File: src/rtl/num_to_ascii_stream.sv
// Binary integer to ASCII decimal byte stream: sequential double-dabble, then one byte per handshake.
// Optional macro ASCII_NEWLINE_EN appends a 0x0A byte (carrying out_last) after the final digit.
module num_to_ascii_stream #(
   parameter int unsigned DATA_W     = 16,
   parameter int unsigned NUM_DIGITS = 5,
   parameter int unsigned SIGNED     = 1,
   parameter int unsigned ZERO_PAD   = 0
) (
   input  logic              clk,
   input  logic              reset,
   input  logic              in_valid,
   output logic              in_ready,
   input  logic [DATA_W-1:0] in_data,
   output logic              out_valid,
   input  logic              out_ready,
   output logic [7:0]        out_char,
   output logic              out_last
);

   localparam int unsigned BCD_W = 4 * NUM_DIGITS;
   localparam int unsigned IDX_W = (NUM_DIGITS > 1) ? $clog2(NUM_DIGITS) : 1;
   localparam int unsigned CNT_W = $clog2(DATA_W);
`ifdef ASCII_NEWLINE_EN
   localparam logic HAS_LF = 1'b1;
`else
   localparam logic HAS_LF = 1'b0;
`endif

   // Decimal digits needed for the largest unsigned DATA_W-bit value.
   function automatic int unsigned dec_digits(input int unsigned w);
      longint unsigned v;
      int unsigned     n;
      v = (64'd1 << w) - 64'd1;
      n = 0;
      while (v != 64'd0) begin
         v = v / 64'd10;
         n = n + 1;
      end
      return n;
   endfunction

   localparam int unsigned MIN_DIGITS = dec_digits(DATA_W);

   generate
      if (DATA_W < 4 || DATA_W > 32) begin : g_bad_width
         $error("num_to_ascii_stream: DATA_W must be within 4..32");
      end
      if (NUM_DIGITS < MIN_DIGITS) begin : g_bad_digits
         $error("num_to_ascii_stream: NUM_DIGITS too small for DATA_W");
      end
   endgenerate

   typedef enum logic [2:0] {
      IDLE,
      CONVERT,
      EMIT_SIGN,
      EMIT_DIG
`ifdef ASCII_NEWLINE_EN
      , EMIT_LF
`endif
   } state_t;

   // One shift-and-add-3 step with the next magnitude bit shifted in.
   function automatic logic [BCD_W-1:0] dabble(input logic [BCD_W-1:0] b, input logic bit_in);
      logic [BCD_W-1:0] a;
      for (int k = 0; k < NUM_DIGITS; k++) begin
         a[4*k +: 4] = (b[4*k +: 4] >= 4'd5) ? b[4*k +: 4] + 4'd3 : b[4*k +: 4];
      end
      return BCD_W'({a, bit_in});
   endfunction

   function automatic logic [3:0] digit_at(input logic [BCD_W-1:0] b, input logic [IDX_W-1:0] i);
      logic [3:0] d;
      d = 4'd0;
      for (int k = 0; k < NUM_DIGITS; k++) begin
         if (i == IDX_W'(k)) d = b[4*k +: 4];
      end
      return d;
   endfunction

   // Highest digit to emit: top slot when padding, else highest nonzero (digit 0 for zero).
   function automatic logic [IDX_W-1:0] first_digit(input logic [BCD_W-1:0] b);
      logic [IDX_W-1:0] s;
      s = '0;
      for (int k = 0; k < NUM_DIGITS; k++) begin
         if (ZERO_PAD != 0 || b[4*k +: 4] != 4'd0) s = IDX_W'(k);
      end
      return s;
   endfunction

   function automatic logic [7:0] ascii(input logic [3:0] d);
      return 8'h30 + {4'h0, d};
   endfunction

   state_t            state, state_n;
   logic              neg, neg_n;
   logic [DATA_W-1:0] mag, mag_n;
   logic [BCD_W-1:0]  bcd, bcd_n;
   logic [CNT_W-1:0]  cnt, cnt_n;
   logic [IDX_W-1:0]  idx, idx_n;
   logic              out_valid_n;
   logic              out_last_n;
   logic [7:0]        out_char_n;
   logic [BCD_W-1:0]  step;
   logic [IDX_W-1:0]  start;

   assign in_ready = (state == IDLE) && !reset;

   // Next-state and next-output logic; the emit bytes are prepared one cycle ahead.
   always_comb begin
      state_n     = state;
      neg_n       = neg;
      mag_n       = mag;
      bcd_n       = bcd;
      cnt_n       = cnt;
      idx_n       = idx;
      out_valid_n = out_valid;
      out_char_n  = out_char;
      out_last_n  = out_last;
      step        = dabble(bcd, mag[DATA_W-1]);
      start       = first_digit(step);

      case (state)
         IDLE: begin
            if (in_valid) begin
               neg_n   = (SIGNED != 0) && in_data[DATA_W-1];
               mag_n   = neg_n ? (~in_data + DATA_W'(1)) : in_data;
               bcd_n   = '0;
               cnt_n   = '0;
               state_n = CONVERT;
            end
         end

         CONVERT: begin
            bcd_n = step;
            mag_n = {mag[DATA_W-2:0], 1'b0};
            cnt_n = cnt + CNT_W'(1);
            if (cnt == CNT_W'(DATA_W - 1)) begin
               idx_n       = start;
               out_valid_n = 1'b1;
               if (neg) begin
                  state_n    = EMIT_SIGN;
                  out_char_n = 8'h2D;
                  out_last_n = 1'b0;
               end else begin
                  state_n    = EMIT_DIG;
                  out_char_n = ascii(digit_at(step, start));
                  out_last_n = (start == '0) && !HAS_LF;
               end
            end
         end

         EMIT_SIGN: begin
            if (out_ready) begin
               state_n    = EMIT_DIG;
               out_char_n = ascii(digit_at(bcd, idx));
               out_last_n = (idx == '0) && !HAS_LF;
            end
         end

         EMIT_DIG: begin
            if (out_ready) begin
               if (idx != '0) begin
                  idx_n      = idx - IDX_W'(1);
                  out_char_n = ascii(digit_at(bcd, idx_n));
                  out_last_n = (idx_n == '0) && !HAS_LF;
               end else begin
`ifdef ASCII_NEWLINE_EN
                  state_n    = EMIT_LF;
                  out_char_n = 8'h0A;
                  out_last_n = 1'b1;
`else
                  state_n     = IDLE;
                  out_valid_n = 1'b0;
                  out_last_n  = 1'b0;
`endif
               end
            end
         end

`ifdef ASCII_NEWLINE_EN
         EMIT_LF: begin
            if (out_ready) begin
               state_n     = IDLE;
               out_valid_n = 1'b0;
               out_last_n  = 1'b0;
            end
         end
`endif

         default: state_n = IDLE;
      endcase
   end

   always_ff @(posedge clk) begin
      if (reset) begin
         state     <= IDLE;
         neg       <= 1'b0;
         mag       <= '0;
         bcd       <= '0;
         cnt       <= '0;
         idx       <= '0;
         out_valid <= 1'b0;
         out_char  <= 8'h00;
         out_last  <= 1'b0;
      end else begin
         state     <= state_n;
         neg       <= neg_n;
         mag       <= mag_n;
         bcd       <= bcd_n;
         cnt       <= cnt_n;
         idx       <= idx_n;
         out_valid <= out_valid_n;
         out_char  <= out_char_n;
         out_last  <= out_last_n;
      end
   end

endmodule

File: config.mk
export PLATFORM = sky130hd
export DESIGN_NAME = num_to_ascii_stream
export DESIGN_NICKNAME = d
export VERILOG_FILES = /design/src/rtl/num_to_ascii_stream.sv
export SDC_FILE = /design/constraint.sdc
export NUM_CORES = 1
export LEC_CHECK = 0
export BUFFER_PORTS_ARGS = -buffer_cell sky130_fd_sc_hd__buf_4
export CAP_MARGIN = 0
export CORE_ASPECT_RATIO = 1.25
export CORE_UTILIZATION = 25
export CTS_BUF_LIST = sky130_fd_sc_hd__clkbuf_4
export DETAILED_ROUTE_END_ITERATION = 12
export GPL_ROUTABILITY_DRIVEN = 0
export PLACE_DENSITY_LB_ADDON = 0.08
export SYNTH_ARGS = -nofsm -noshare
export SYNTH_HDL_FRONTEND = slang
export SYNTH_SLANG_ARGS = --single-unit
File: constraint.sdc
create_clock -name clk -period 4 [get_ports clk]
set_clock_uncertainty 0.2 [all_clocks]
set_input_delay 1.2 -clock clk [delete_from_list [all_inputs] [get_ports clk]]
set_output_delay 1.2 -clock clk [all_outputs]
set_load 0.05 [all_outputs]
# --- Word-level counts from Yosys, hierarchy flattened ---
# Index checks and enable logic that the tools add are counted.
op_classes:
  add_sub_neg: 11
  magnitude_cmp: 5
  eq_ne: 22
  mux: 66
  bitwise_logic: 1
  reduce_logical: 21
ops:
  columns: ["operator", "count"]
  rows:
  - ["2-to-1 mux 4 bit", 28]
  - ["one-hot mux 20 bit (2 select lines)", 1]
  - ["2-to-1 mux 16 bit", 2]
  - ["2-to-1 mux 8 bit", 4]
  - ["one-hot mux 16 bit (2 select lines)", 1]
  - ["2-to-1 mux 3 bit", 10]
  - ["== test 3 x 2 -> 1 bit (second input constant)", 8]
  - ["one-hot mux 8 bit (3 select lines)", 1]
  - ["adder 6 x 4 -> 7 bit (first input constant)", 3]
  - [">= comparator 4 x 3 -> 1 bit (second input constant)", 5]
  - ["2-to-1 mux 20 bit", 1]
  - ["adder 16 x 1 -> 16 bit (second input constant)", 1]
  - ["adder 4 x 2 -> 4 bit (second input constant)", 4]
  - ["NOT 16 bit", 1]
  - ["nonzero test 4 bit", 4]
  - ["== test 3 x 1 -> 1 bit (second input constant)", 4]
  - ["zero test 3 bit", 4]
  - ["inequality test 2 bit (second input constant)", 6]
  - ["one-hot mux 3 bit (4 select lines)", 1]
  - ["AND reduction 4 bit", 3]
  - ["2-to-1 mux 1 bit", 10]
  - ["AND reduction 5 bit", 2]
  - ["== test 3 bit (second input constant)", 3]
  - ["one-hot mux 4 bit (2 select lines)", 1]
  - ["other kinds (14)", 18]
word_totals:
  register_bits: 57
  inputBits: 20
  word_cells: 135

# --- Longest topological paths before layout ---
# Gate-level depths: netlist of the first run.
logic_depth:
  word_depth: 20
  ltp_mapped: 11
  mapped_depth_nobuf: 9

# --- Worst setup path before layout of the first run ---
# OpenSTA, ideal clock, no wires.
synth_path:
  kind: "input to output"
  startpoint: "input port reset"
  endpoint: "output port in_ready"
  t_arrival_ns: 2.100
  required_time_ns: 2.600
  path_slack_ns: 0.500
  cell_stages: 2
  cell_sequence: "clkbuf_1 > nor2b_1"
synth_between:
  elab_chain_cells: 2
synth_rtl:
  columns: ["element", "line", "text"]
  rows:
  - ["from (decl)", "10", "input logic reset,"]
  - ["zero test 1 bit", "107", "assign in_ready = (state == IDLE) && !reset;"]
  - ["logical AND 1 bit", "107", null]
  - ["to (decl)", "12", "output logic in_ready,"]
# No other way between the ends.

# --- Worst setup path after layout of the first run ---
layout_path:
  startpoint: "register bcd[8]"
  endpoint: "register out_char[2]"
layout_between:
  elab_chain_cells: 19
layout_rtl:
  columns: ["element", "line", "text"]
  rows:
  - ["from (decl)", "98", "logic [BCD_W-1:0] bcd, bcd_n;"]
  - ["from (signal assigned)", "210", "bcd <= bcd_n;"]
  - ["adder 4 x 2 -> 4 bit / >= comparator 4 x 3 -> 1 bit (equally long branches)", "67", "a[4*k +: 4] = (b[4*k +: 4] >= 4'd5) ? b[4*k +: 4] + 4'd3 : b[4*k +: 4];"]
  - ["2-to-1 mux 4 bit", "67", null]
  - ["nonzero test 4 bit", "86", "if (ZERO_PAD != 0 || b[4*k +: 4] != 4'd0) s = IDX_W'(k);"]
  - ["2-to-1 mux 2 bit (2 in series)", "86", null]
  - ["2-to-1 mux 3 bit", "86", null]
  - ["zero test 3 bit", "76", "if (i == IDX_W'(k)) d = b[4*k +: 4];"]
  - ["2-to-1 mux 4 bit (5 in series)", "76", null]
  - ["2-to-1 mux 4 bit", "141", "if (neg) begin"]
  - ["2-to-1 mux 4 bit", "138", "if (cnt == CNT_W'(DATA_W - 1)) begin"]
  - ["2-to-1 mux 4 bit", "123", "case (state)"]
  - ["adder 6 x 4 -> 7 bit", "92", "return 8'h30 + {4'h0, d};"]
  - ["2-to-1 mux 7 bit", "141", null]
  - ["2-to-1 mux 8 bit", "138", null]
  - ["one-hot mux 8 bit (3 select lines) (*)", "123", null]
  - ["to (signal assigned)", "214", "out_char <= out_char_n;"]
  - ["to (decl)", "16", "output logic [7:0] out_char,"]
# Every way passes the cells marked *; elsewhere a longest branch is shown, timed or not. The select of a mux whose other input is x is not followed.
# A chain may end at the register's enable or synchronous reset.

==> reports/summary.md, run 1 <==
The share of layout cells above drive strength 1 is 9.96%. The library cell used most frequently in the layout, excluding fill and tap cells, is nand2_1. Yosys printed 0 warnings. Entering global routing, the biggest net connects 56 pins. In this run the core area contains 51 standard-cell rows. The logs give 2 for the maximum clock path buffer count and 0.0165 mm2 for the overall die area. In the synthesized netlist the dominant register cell turns out to be dfxtp_1. The tools report the CTS sink count as 54. After synthesis the netlist holds a flip-flop and latch count of 54.

The share of async-settable or async-resettable flops after synthesis was 0%; the static leakage was 1.53 nW. Worst-skew pair later-pin latency: 0.41 ns. The path type of the worst min-delay path was flip-flop to flip-flop.

In this run the clock root is driven by a clkbuf_4. The tools report the count of final setup violators as 0. The run finished with clean final reports. The count of input and output buffers was 28; the number of global-route vias before repair was 3648. The number of hold-slack violations in the final timing report was 0. After detailed routing, the number of remaining DRC violations is 0. TritonCTS built the clock tree. The die boundary height came out at 143 um. The number of setup buffers added after CTS came out at 0. The count of nets left with antenna violations once routing finished came out at 0. The type of element launching the critical path is a flip-flop. The clock tree synthesis step divided the H-tree into 2 levels.

For this run, the top clock speed supported by timing is 0.299 GHz. The total overflow left after global routing is 0. The worst reg2reg path depth is 9. The initial utilization of the core area, before any placement, comes to 25.7%. The tools report the fill cell instance count of the final layout as 1780.

The worst hold path was traced through 2 stages. The synthesized design contains 0 enable-type register cells. In the final layout, the multi-input gates occupy 0.00267 mm2.

Number of resized instances in the post-cts repair step: 0. The worst hold path begins at mag[13]$_SDFFE_PP0P_. The critical path starts at bcd[8]$_SDFFE_PP0P_. Across every metal layer, demand over resource in global routing totals 15.5%. Leaving out fill and tap cells, the most frequent cells in the layout are nand2_1, nor2_1, a21oi_1, dfxtp_1, o21ai_0. The number of max-capacitance violations reported was 0; the horizontal extent of the die was 115 um. The run gives 31 as the number of I/O pins. After the last flow step, the layout net total stands at 605.

Of all nets on the critical path, the largest fanout is 7. The ratio of total power to cell area came out at 458 mW/mm2. The initial antenna violation count was 1. The worst register-to-register path begins at bcd[8]$_SDFFE_PP0P_. In the finished design, the share of the clock period the worst path needs comes to 83.5%.

After detailed routing, the average wire length per cell comes to 15.4 um. The number of cells produced by synthesis was 560. The number of clock buffers added by TritonCTS is 5.

Dividing the synthesized area by the synthesized cell count gives 7.13 um2. The tools report the element type at the critical path end as a flip-flop. The required arrival time at the worst endpoint was 4.12 ns.

Setup TNS: 0 ns. The run gives 27.1% as the sequential area share after synthesis. The final layout contains routed wiring with a total length of 11900 um. For the pin with the worst max-slew slack, the measured transition is 1.16 ns. Final hold analysis gives a worst-case slack of 0.262 ns. Relative to the synthesized area, the layout overhead comes to 11.0%.

The count of pins over their slew limit was 0; the final period demand of the worst path was 3.34 ns. The netlist uses 66 different library cells. The routed layout has 3806 vias. The first global-routing pass estimated 19600 um of wire. Across the whole layout, storage elements account for 0.00108 mm2. At the end of the flow the core is filled with cells to 28.5%.

Sorting the synthesized cells by area gives the leading types as dfxtp_1, nand2_1, ha_1. The worst setup path is of the flip-flop to flip-flop kind. Cell accounting for the most synthesized area: dfxtp_1. After the first detailed-routing iteration, the DRC count stood at 166. After synthesis, the largest area contributor takes up 27.1% of total cell area. The tools report the detailed-routing iteration count for the pre-antenna-repair pass as 5. Clock-pin slew was measured on the worst setup and hold paths at 0.17 ns. Setup repair after global routing left no endpoint under its margin. For the total of hold buffers inserted after clock tree synthesis, the log shows 0. The worst vdd rail ir drop is 0.000281 V, and the tightest slew margin relative to the limit is 22.9%. The mapped netlist covers 0.00399 mm2.

Data on the critical path arrives at its endpoint at 3.46 ns. The floorplan step defined a core boundary enclosing 0.0156 mm2. Detailed placement finished with a half-perimeter wire length of 8720 um. The vias per cell came out at 4.91.
layout make-up:
class / instances / area share [%]
multi-input cells: 444 / 60.3
repair buffers: 34 / 5.76
inverters: 23 / 1.95
clock inverters: 2 / 0.762
clock buffers: 5 / 0.847
diodes: 1 / 0.0564
flip-flops and latches: 54 / 24.4
well taps: 212 / 5.98
power breakdown:
part           switching (mW)  internal, mW
clock network           0.194         0.127
registers              0.0750         0.649
logic                   0.674         0.312
total                   0.943          1.09
stage by stage:
stage	cells	worst slack, ns	power, mW	area, um2
2_1_floorplan	561	0.500	1.42	4000
3_3_place_gp	767	0.662	1.75	4360
3_5_place_dp	767	0.632	1.74	4360
4_1_cts	774	0.675	2.08	4430
5_1_grt	775	0.505	2.20	4430
6_report	775	0.661	2.03	4430
worst max-delay path, cell delays in order (launching register included):
cell and delay [ns]:
dfxtp_1 0.48, inv_1 0.12, ha_1 0.29, and2b_1 0.22, a2bb2oi_1 0.16, a221oi_1 0.43, nand2b_1 0.32, or3_4 0.45
o2111a_1 0.26, a2111oi_2 0.32
final timing paths:
check / end / slack (ns)
setup reg to reg: out_char[2]$_SDFFE_PP0P_ / 0.66
hold / removal: mag[13]$_SDFFE_PP0P_ / 0.26
hold reg to reg: mag[13]$_SDFFE_PP0P_ / 0.26
setup / recovery: out_char[2]$_SDFFE_PP0P_ / 0.66
per-layer routing:
metal	vias to the layer above	global-route usage [%]	share of wire, %
li1	1958	-	-
met1	1776	18.7	44
met2	60	27.8	50
met3	12	2.66	3.4
met4	0	4.58	1.9
met5	-	0	0
synthesized netlist by cell type, types with 7 or more instances:
library cell	instances
nand2_1	80
nor2_1	62
a21oi_1	54
dfxtp_1	54
o21ai_0	43
clkbuf_1	33
ha_1	23
inv_1	23
a22oi_1	19
nand2b_1	15
nand3_1	13
nor3_1	12
xnor2_1	9
xor2_1	9
nand3b_1	8
mux2i_1	7
flip-flops by register name, indices dropped and copies added, names as in the netlist:
register   count
state          2
out_char       6
cnt            4
mag           16
bcd           20
idx            3
neg            1
out_last       1
out_valid      1
logic make-up (layout without fill, tap and decap cells):
family	after synthesis	after routing	share of synthesized area, %
xor+xnor	18	18	3.95
other cells	1	3	0.0939
simple gates	222	222	26.0
compound gates	169	169	26.8
buf+inv	63	64	6.20
flops	54	54	27.1
mux	10	10	2.69
fa+ha+maj	23	23	7.21
No activity file was read; power rests on OpenSTA's default activity.
==> run 2, diff against run 1 <==
==> constraint.sdc (replaced) <==
create_clock -name clk -period 2.9 [get_ports clk]
set_clock_uncertainty 0.2 [all_clocks]
set_input_delay 0.87 -clock clk [delete_from_list [all_inputs] [get_ports clk]]
set_output_delay 0.87 -clock clk [all_outputs]
set_load 0.05 [all_outputs]
==> run 2 against run 1 <==
Compared with the run above:
- fmax is 21% higher
- via count is 3.5% higher
- flip-flop and latch count stayed put
- die area stayed put
- final cell count is 5.0% higher
- routed wire length is 5.0% higher
- sequential share of layout area is 1.5 points lower
- clock power is 45% higher
- setup slack worse by 0.52 ns
- critical path type unchanged
- critical endpoint unchanged
- largest cell class unchanged
- highest routed layer unchanged
==> reports/summary.md, run 2 (synthesis gave the netlist of run 1 again) <==
The flow ran to the end, and the final reports show no timing, DRC or antenna violations. The final period demand of the worst path was 2.76 ns (-0.581 ns); the count of input and output buffers was 28 (unchanged). The run gives 643 (+6.3%) as the net count reported at finish. The mean routed wirelength per cell is 15.4 um (about the same).

Routed signal wires occupy layers up through met4. The design area was 0.00478 mm2 (+7.9%). The wire length on met2 was 6480 um (+8.0%); the share of layout cells above drive strength 1 was 17.6% (+7.7 points). The run gives 0.00462 mm2 (+6.0%) as the placement-stage cell area. The post-detailed-route DRC marker count was 0 (unchanged).

Traced cell by cell, the critical path runs through inv_1 -> ha_2 -> nand2b_1 -> a21oi_2 -> mux2_4 -> or3b_4 -> or3_4 -> o2111a_1 -> a2111oi_2. TritonCTS built the clock tree. The static leakage came out at 1.75 nW (+14%). The number of hold-slack violations in the final timing report is 0 (unchanged), and the routed wire length on met3 is 428 um (+5.4%). The required arrival time at the worst endpoint was 3.02 ns (-1.10 ns); the horizontal extent of the die was 115 um (unchanged). The worst path setup slack after routing is 0.142 ns (-0.519 ns), and the worst setup slack for register-to-register paths is 0.14 ns (-0.52 ns). The worst-case setup slack after placement was -0.0747 ns (-0.707 ns).

In the layout the commonest cells are nand2_1, buf_4, nor2_1. More flip-flops sit in one register than any other, and that register is bcd. The largest incremental delay on the critical path is 0.40 ns (-0.08 ns), and the number of global-route vias before repair is 3813 (+4.5%). The tools report the number of placement rows as 51 (unchanged). The leading cell type in the layout, fill and taps excluded was nand2_1.

The global-route total usage across every layer came out at 16.1% (+0.64 points). The largest registers in the layout are bcd x20, mag x16, out_char x6. The path type of the worst min-delay path was flip-flop to flip-flop. The critical path starts at bcd[17]$_SDFFE_PP0P_. The final global-route overflow total was 0 (unchanged); the number of flip-flops in the largest register was 20 (unchanged).

The pin count of the biggest net entering global routing was 56 (unchanged); the total power of the final layout was 2.91 mW (+44%). The H-tree level count is 2 (unchanged), and the detailed-routing iteration count for the pre-antenna-repair pass is 4 (-1). The data arrival time at the worst-slack endpoint is 2.88 ns (-0.58 ns).

The run gives 0 (unchanged) as the count of pins over their slew limit. The clock-pin slew on the worst setup and hold paths works out to 0.17 ns (about the same). The HPWL after detailed placement is 9190 um (+5.4%), and the top fanout value on the critical path is 5 (-2). The worst reg2reg path depth is 9 (unchanged).

The post-route antenna net violation count was 0 (unchanged). In this run the critical register-to-register path is captured at out_char[2]$_SDFFE_PP0P_. The tools report the overall die area as 0.0165 mm2 (unchanged).

The slowest stage of the critical path is the or3_4 cell. For the number of I/O pins, the log shows 31 (unchanged). STA classifies the critical path endpoint as a flip-flop. Following the worst setup path forward leads to its endpoint at out_char[2]$_SDFFE_PP0P_. The maximum clock path buffer count came out at 2 (unchanged). The highest clock rate came out at 0.363 GHz (+21%). The buffer type at the clock tree root was clkbuf_4.

For the placed instance count, the log shows 800 (+4.3%). The logs give 25.7% (unchanged) for the effective utilization at floorplan and 12500 um (+5.0%) for the total length of routed wires. The transition time at the pin with the least slew margin is 0.653 ns (-0.502 ns).

The worst vdd rail ir drop is 0.000360 V (+28%), and the die boundary height is 143 um (unchanged). The initial antenna violation count was 1 (unchanged); the tightest slew margin relative to the limit was 56.4% (+33 points). The CTS sink count is 54 (unchanged), and the ratio of total power to cell area is 609 mW/mm2 (+33%). The logs give 0.00109 mm2 (+1.3%) for the register area and 3938 (+3.5%) for the routed via count. The first-pass GRT wire length is 20300 um (+3.9%).

Setup repair after global routing left no endpoint under its margin. The logs give 0 (unchanged) for the number of max-capacitance violations reported and 5 (unchanged) for the total CTS buffers. The vias per cell works out to 4.84 (-1.5%). The period utilization is 95.1% (+12 points). The setup TNS was 0 ns (unchanged).

STA classifies the critical path startpoint as a flip-flop. The number of DRC markers in iteration 0 is 176 (+6.0%). Count of final setup violators: 0 (unchanged). The area added between synthesis and finish came out at 19.8%. The category of the critical setup timing path was flip-flop to flip-flop. The run gives 1751 (-1.6%) as the fill cell instance count of the final layout.

For the area used by multi-input combinational logic, the log shows 0.00270 mm2 (+0.98%). The startpoint of the worst register-to-register path is bcd[17]$_SDFFE_PP0P_. The tools report the number of non-filler instances in the completed layout as 814 (+5.0%). Met1 wire length: 5350 um (+1.4%). The logs give 0.42 ns (about the same) for the worst-skew pair later-pin latency and 0.0156 mm2 (unchanged) for the total core area.
run 2: cell types whose count changed in the layout (fill, tap and decap cells not counted), sizes merged:
| cell | change |
|---|---|
| clkinv | -1 |
| clkbuf | +1 |
| buf | +38 |
| clkinvlp | +1 |
run 2: repair_timing:
action | 4_1_cts | 5_1_grt
buffers inserted | 0 | 5
hold buffers | 0 | 0
pin swaps | 0 | 2
endpoints found under the setup margin | 1 | 5
gates resized for setup | 2 | 12
run 2: per-stage QoR:
stage / hold slack [ns] / utilization [%]
6_report: 0.264 / 30.7
2_1_floorplan: 0.227 / -
3_3_place_gp: 0.237 / 29.7
5_1_grt: 0.272 / 30.7
3_5_place_dp: 0.243 / 29.7
4_1_cts: 0.265 / 30.2
run 2: area by class of cell:
class                           instances  share of cell area [%]
Multi-Input combinational cell        444                    56.4
Sequential cell                        54                    22.9
Timing Repair Buffer                   72                    11.6
Tap cell                              212                    5.55
Inverter                               23                    1.80
Clock buffer                            6                   0.942
Clock inverter                          2                   0.785
Antenna cell                            1                  0.0523
run 2: power by group:
group	internal (mW)	total, mW	switching, mW
registers	0.892	0.989	0.0972
clock network	0.191	0.466	0.275
logic	0.500	1.46	0.958
total	1.58	2.91	1.33
run 2: layer usage:
layer / GRT usage (%) / vias up
li1: - / 2038
met1: 18.9 / 1823
met2: 29.5 / 61
met3: 2.66 / 16
met4: 5.40 / 0
met5: 0 / -
run 2: worst max-delay path, delay by kind of cell, from the launching register on:
family                     cells  cell delay [ns]
DFF                            1             0.38
muxes                          1             0.21
adders and majority gates      1             0.22
AOI/OAI and AO/OA              3             0.72
and+or+nand+nor                3             0.86
buffers and inverters          1             0.09
run 2: worst min path at each step:
stage / start / end / slack [ns] / depth (start not counted)
floorplan: mag[13]$_SDFFE_PP0P_ / mag[13]$_SDFFE_PP0P_ / 0.23 / 2
global placement: mag[8]$_SDFFE_PP0P_ / mag[8]$_SDFFE_PP0P_ / 0.24 / 2
detailed placement: mag[11]$_SDFFE_PP0P_ / mag[11]$_SDFFE_PP0P_ / 0.24 / 2
CTS: mag[11]$_SDFFE_PP0P_ / mag[11]$_SDFFE_PP0P_ / 0.26 / 2
global route: mag[13]$_SDFFE_PP0P_ / mag[13]$_SDFFE_PP0P_ / 0.27 / 2
finish: mag[13]$_SDFFE_PP0P_ / mag[13]$_SDFFE_PP0P_ / 0.26 / 2
==> run 3, diff against run 2 <==
--- a/config.mk
+++ b/config.mk
@@ -7,7 +7,7 @@
 export LEC_CHECK = 0
 export BUFFER_PORTS_ARGS = -buffer_cell sky130_fd_sc_hd__buf_4
 export CAP_MARGIN = 0
-export CORE_ASPECT_RATIO = 1.25
+export CORE_ASPECT_RATIO = 0.5
 export CORE_UTILIZATION = 25
 export CTS_BUF_LIST = sky130_fd_sc_hd__clkbuf_4
 export DETAILED_ROUTE_END_ITERATION = 12
==> run 3 against run 2 <==
Compared with the run above:
- clock-buffer cell count fell by 1
- highest routed layer unchanged
- combinational power about the same
- critical endpoint unchanged
- register-to-register slack lost 0.04 ns
- sequential power about the same
- sequential share of layout area is 0.094 points higher
- global-route usage is 1.3 points lower
- first-iteration DRC count fell by 5.7%
- routed wire length shrank 4.4%
==> reports/summary.md, run 3 (synthesis gave the netlist of run 1 again) <==
The run finished with clean final reports. The tools report the overall die area as 0.0165 mm2 (+0.17%). The tree is rooted in a clkbuf_4. The number of antenna repair diodes was 0 (-1); the number of global-route vias before repair was 3526 (-7.5%). The run gives 0 (unchanged) as the number of max-capacitance violations reported. Total core area: 0.0155 mm2 (-0.48%). Count of input and output buffers: 28 (unchanged). The logs give 0 (unchanged) for the count of pins over their slew limit and 3912 (-0.66%) for the routed via count. The post-route antenna net violation count is 0 (unchanged), and the fill cell instance count of the final layout is 1684 (-3.8%).

The tools report the design area as 0.00474 mm2 (-0.86%). The required arrival time at the worst endpoint was 3.01 ns (about the same); the maximum clock path buffer count was 2 (unchanged). For the worst vdd rail ir drop, the log shows 0.000383 V (+6.4%).

The logs give 15.7% (-0.3 points) for the portion of total power attributed to the clock network and 0 (unchanged) for the post-detailed-route DRC marker count. Detailed-routing iteration count for the pre-antenna-repair pass: 5 (+1). In the final layout, the registers with the most flip-flops are bcd x20, mag x16, out_char x6. The clock-pin slew on the worst setup and hold paths came out at 0.16 ns (about the same).

The run gives 1.56 mW (-1.3%) as the internal power of the cells. The tools report the CTS sink count as 54 (unchanged). TritonCTS built the clock tree.

The library cells used most frequently in the layout, excluding fill and tap cells, are nand2_1, buf_4, nor2_1. The transition time at the pin with the least slew margin is 0.624 ns (-0.0291 ns). The tightest slew margin relative to the limit is 58.4% (+1.9 points), and the effective utilization at floorplan is 25.8% (+0.12 points).

The startpoint identified for the worst register-to-register timing path is bcd[13]$_SDFFE_PP0P_. The tools report the H-tree level count as 2 (unchanged). The switching share of power was 45.7% (+0.085 points); the share of layout cells above drive strength 1 was 17.3% (-0.30 points).

The logs give 0.00462 mm2 (unchanged) for the placement-stage cell area and 32 (-37%) for the number of placement rows. Setup repair after global routing could not meet its margin everywhere. Worst setup path startpoint: bcd[13]$_SDFFE_PP0P_. The path class of the tightest hold or removal check is flip-flop to flip-flop. The count of final setup violators is 0 (unchanged), and the number of hold-slack violations in the final timing report is 0 (unchanged). The pin count of the biggest net entering global routing came out at 56 (unchanged). Die boundary height: 91.4 um (-36%). The worst setup path is of the flip-flop to flip-flop kind.

The number of I/O pins came out at 31 (unchanged). For the global-route total usage across every layer, the log shows 14.9% (-1.3 points). STA classifies the critical path startpoint as a flip-flop. The horizontal extent of the die came out at 181 um (+57%). The final global-route overflow total is 0 (unchanged), and the net load switching power is 1.32 mW (-0.94%). The tools report the element type at the critical path end as a flip-flop.

The area added between synthesis and finish came out at 18.7%. The top fanout value on the critical path came out at 3 (-2). The vias per cell is 4.87 (+0.58%). The worst register-to-register path ends at out_char[2]$_SDFFE_PP0P_. Leaving out fill and tap cells, the most frequent cell in the layout is nand2_1.

The net count reported at finish was 643 (unchanged); the mean routed wirelength per cell was 14.9 um (-3.2%). The register with the highest flop count is bcd. The logs give 166 (-5.7%) for the number of DRC markers in iteration 0 and 19500 um (-3.9%) for the first-pass GRT wire length. The run gives 49.9% (-0.2 points) as the combinational power share.

For hold timing, the worst endpoint is mag[13]$_SDFFE_PP0P_. The final period demand of the worst path was 2.80 ns (+0.0428 ns); the final core utilization was 30.6% (-0.12 points). The worst hold path begins at mag[13]$_SDFFE_PP0P_. The worst-skew pair later-pin latency was 0.41 ns (about the same); the ratio of total power to cell area was 608 mW/mm2 (-0.26%). The run gives 5 (unchanged) as the total CTS buffers.

The tools report the initial antenna violation count as 0 (-1). The sequential group share of total power was 34.4% (+0.5 points). The static leakage was 1.73 nW (-1.2%). The data arrival time at the worst-slack endpoint came out at 2.91 ns (+0.03 ns).

HPWL after detailed placement: 8830 um (-3.9%). The tools report the total length of routed wires as 12000 um (-4.4%). The run gives 0.357 GHz (-1.5%) as the highest clock rate.

The run gives 0 ns (unchanged) as the setup TNS. The worst reg2reg path depth was 9 (unchanged). The period utilization is 96.6% (+1.5 points), and the number of flip-flops in the largest register is 20 (unchanged). The hold path depth was 2 (unchanged); the worst setup slack for register-to-register paths was 0.1 ns (-0.04 ns).
run 3: cell types whose count changed in the layout (fill, tap and decap cells not counted), sizes merged:
cell and delta:
clkinvlp -1, clkbuf -1, clkinv +1, diode -1
run 3: worst max-delay path by stage:
stage | slack [ns] | endpoint
finish | 0.1 | out_char[2]$_SDFFE_PP0P_
global route | -0.03 | out_char[2]$_SDFFE_PP0P_
CTS | 0.0005 | out_char[2]$_SDFFE_PP0P_
detailed placement | -0.07 | mag[12]$_SDFFE_PP0P_
global placement | -0.06 | mag[13]$_SDFFE_PP0P_
floorplan | 0.06 | in_ready
run 3: metal layers:
layer | vias to the layer above | part of all wire (%) | track usage (%)
met2 | 69 | 43 | 22.8
li1 | 2033 | - | -
met5 | - | 0 | 0
met3 | 8 | 3.1 | 2.41
met4 | 0 | 0.56 | 2.35
met1 | 1802 | 54 | 21.8
run 3: final cells by class:
class	count	area [um2]	share of cell area, %
multi-input cells	444	2690	56.8
flip-flops and latches	54	1090	23.0
repair buffers	72	541	11.4
well taps	204	255	5.38
inverters	23	86.3	1.82
clock inverters	2	38.8	0.818
clock buffers	5	37.5	0.792
run 3: power groups by stage:
stage / Clock [mW] / Combinational [mW] / Sequential, mW
6_report: 0.452 / 1.44 / 0.992
5_1_grt: 0.509 / 1.60 / 1.02
4_1_cts: 0.476 / 1.47 / 0.993
3_5_place_dp: 0 / 1.46 / 1.01
3_3_place_gp: 0 / 1.46 / 1.01
2_1_floorplan: 0 / 0.816 / 1.15
run 3: critical path: stages (launching register included):
cell and delay [ns]:
dfxtp_1 0.35, inv_1 0.12, ha_1 0.20, nor2b_2 0.18, or3_1 0.16, nand3b_1 0.12, or3b_4 0.40, or3_4 0.40
o2111a_1 0.27, a2111oi_2 0.32
run 3: repair_timing:
item	CTS	global route
gates resized for setup	0	11
endpoints found under the setup margin	0	3
endpoints found under the hold margin	0	0
buffers inserted	0	2
hold buffers	0	0
run 3: stage by stage:
stage | total power [mW] | setup slack (ns) | hold WS (ns) | std cells
after CTS | 2.94 | 0.000542 | 0.265 | 802
after global routing | 3.12 | -0.0293 | 0.291 | 804
after detailed placement | 2.47 | -0.0655 | 0.245 | 795
after floorplan | 1.96 | 0.0604 | 0.227 | 561
after global placement | 2.47 | -0.0617 | 0.236 | 795
final | 2.88 | 0.0992 | 0.263 | 804
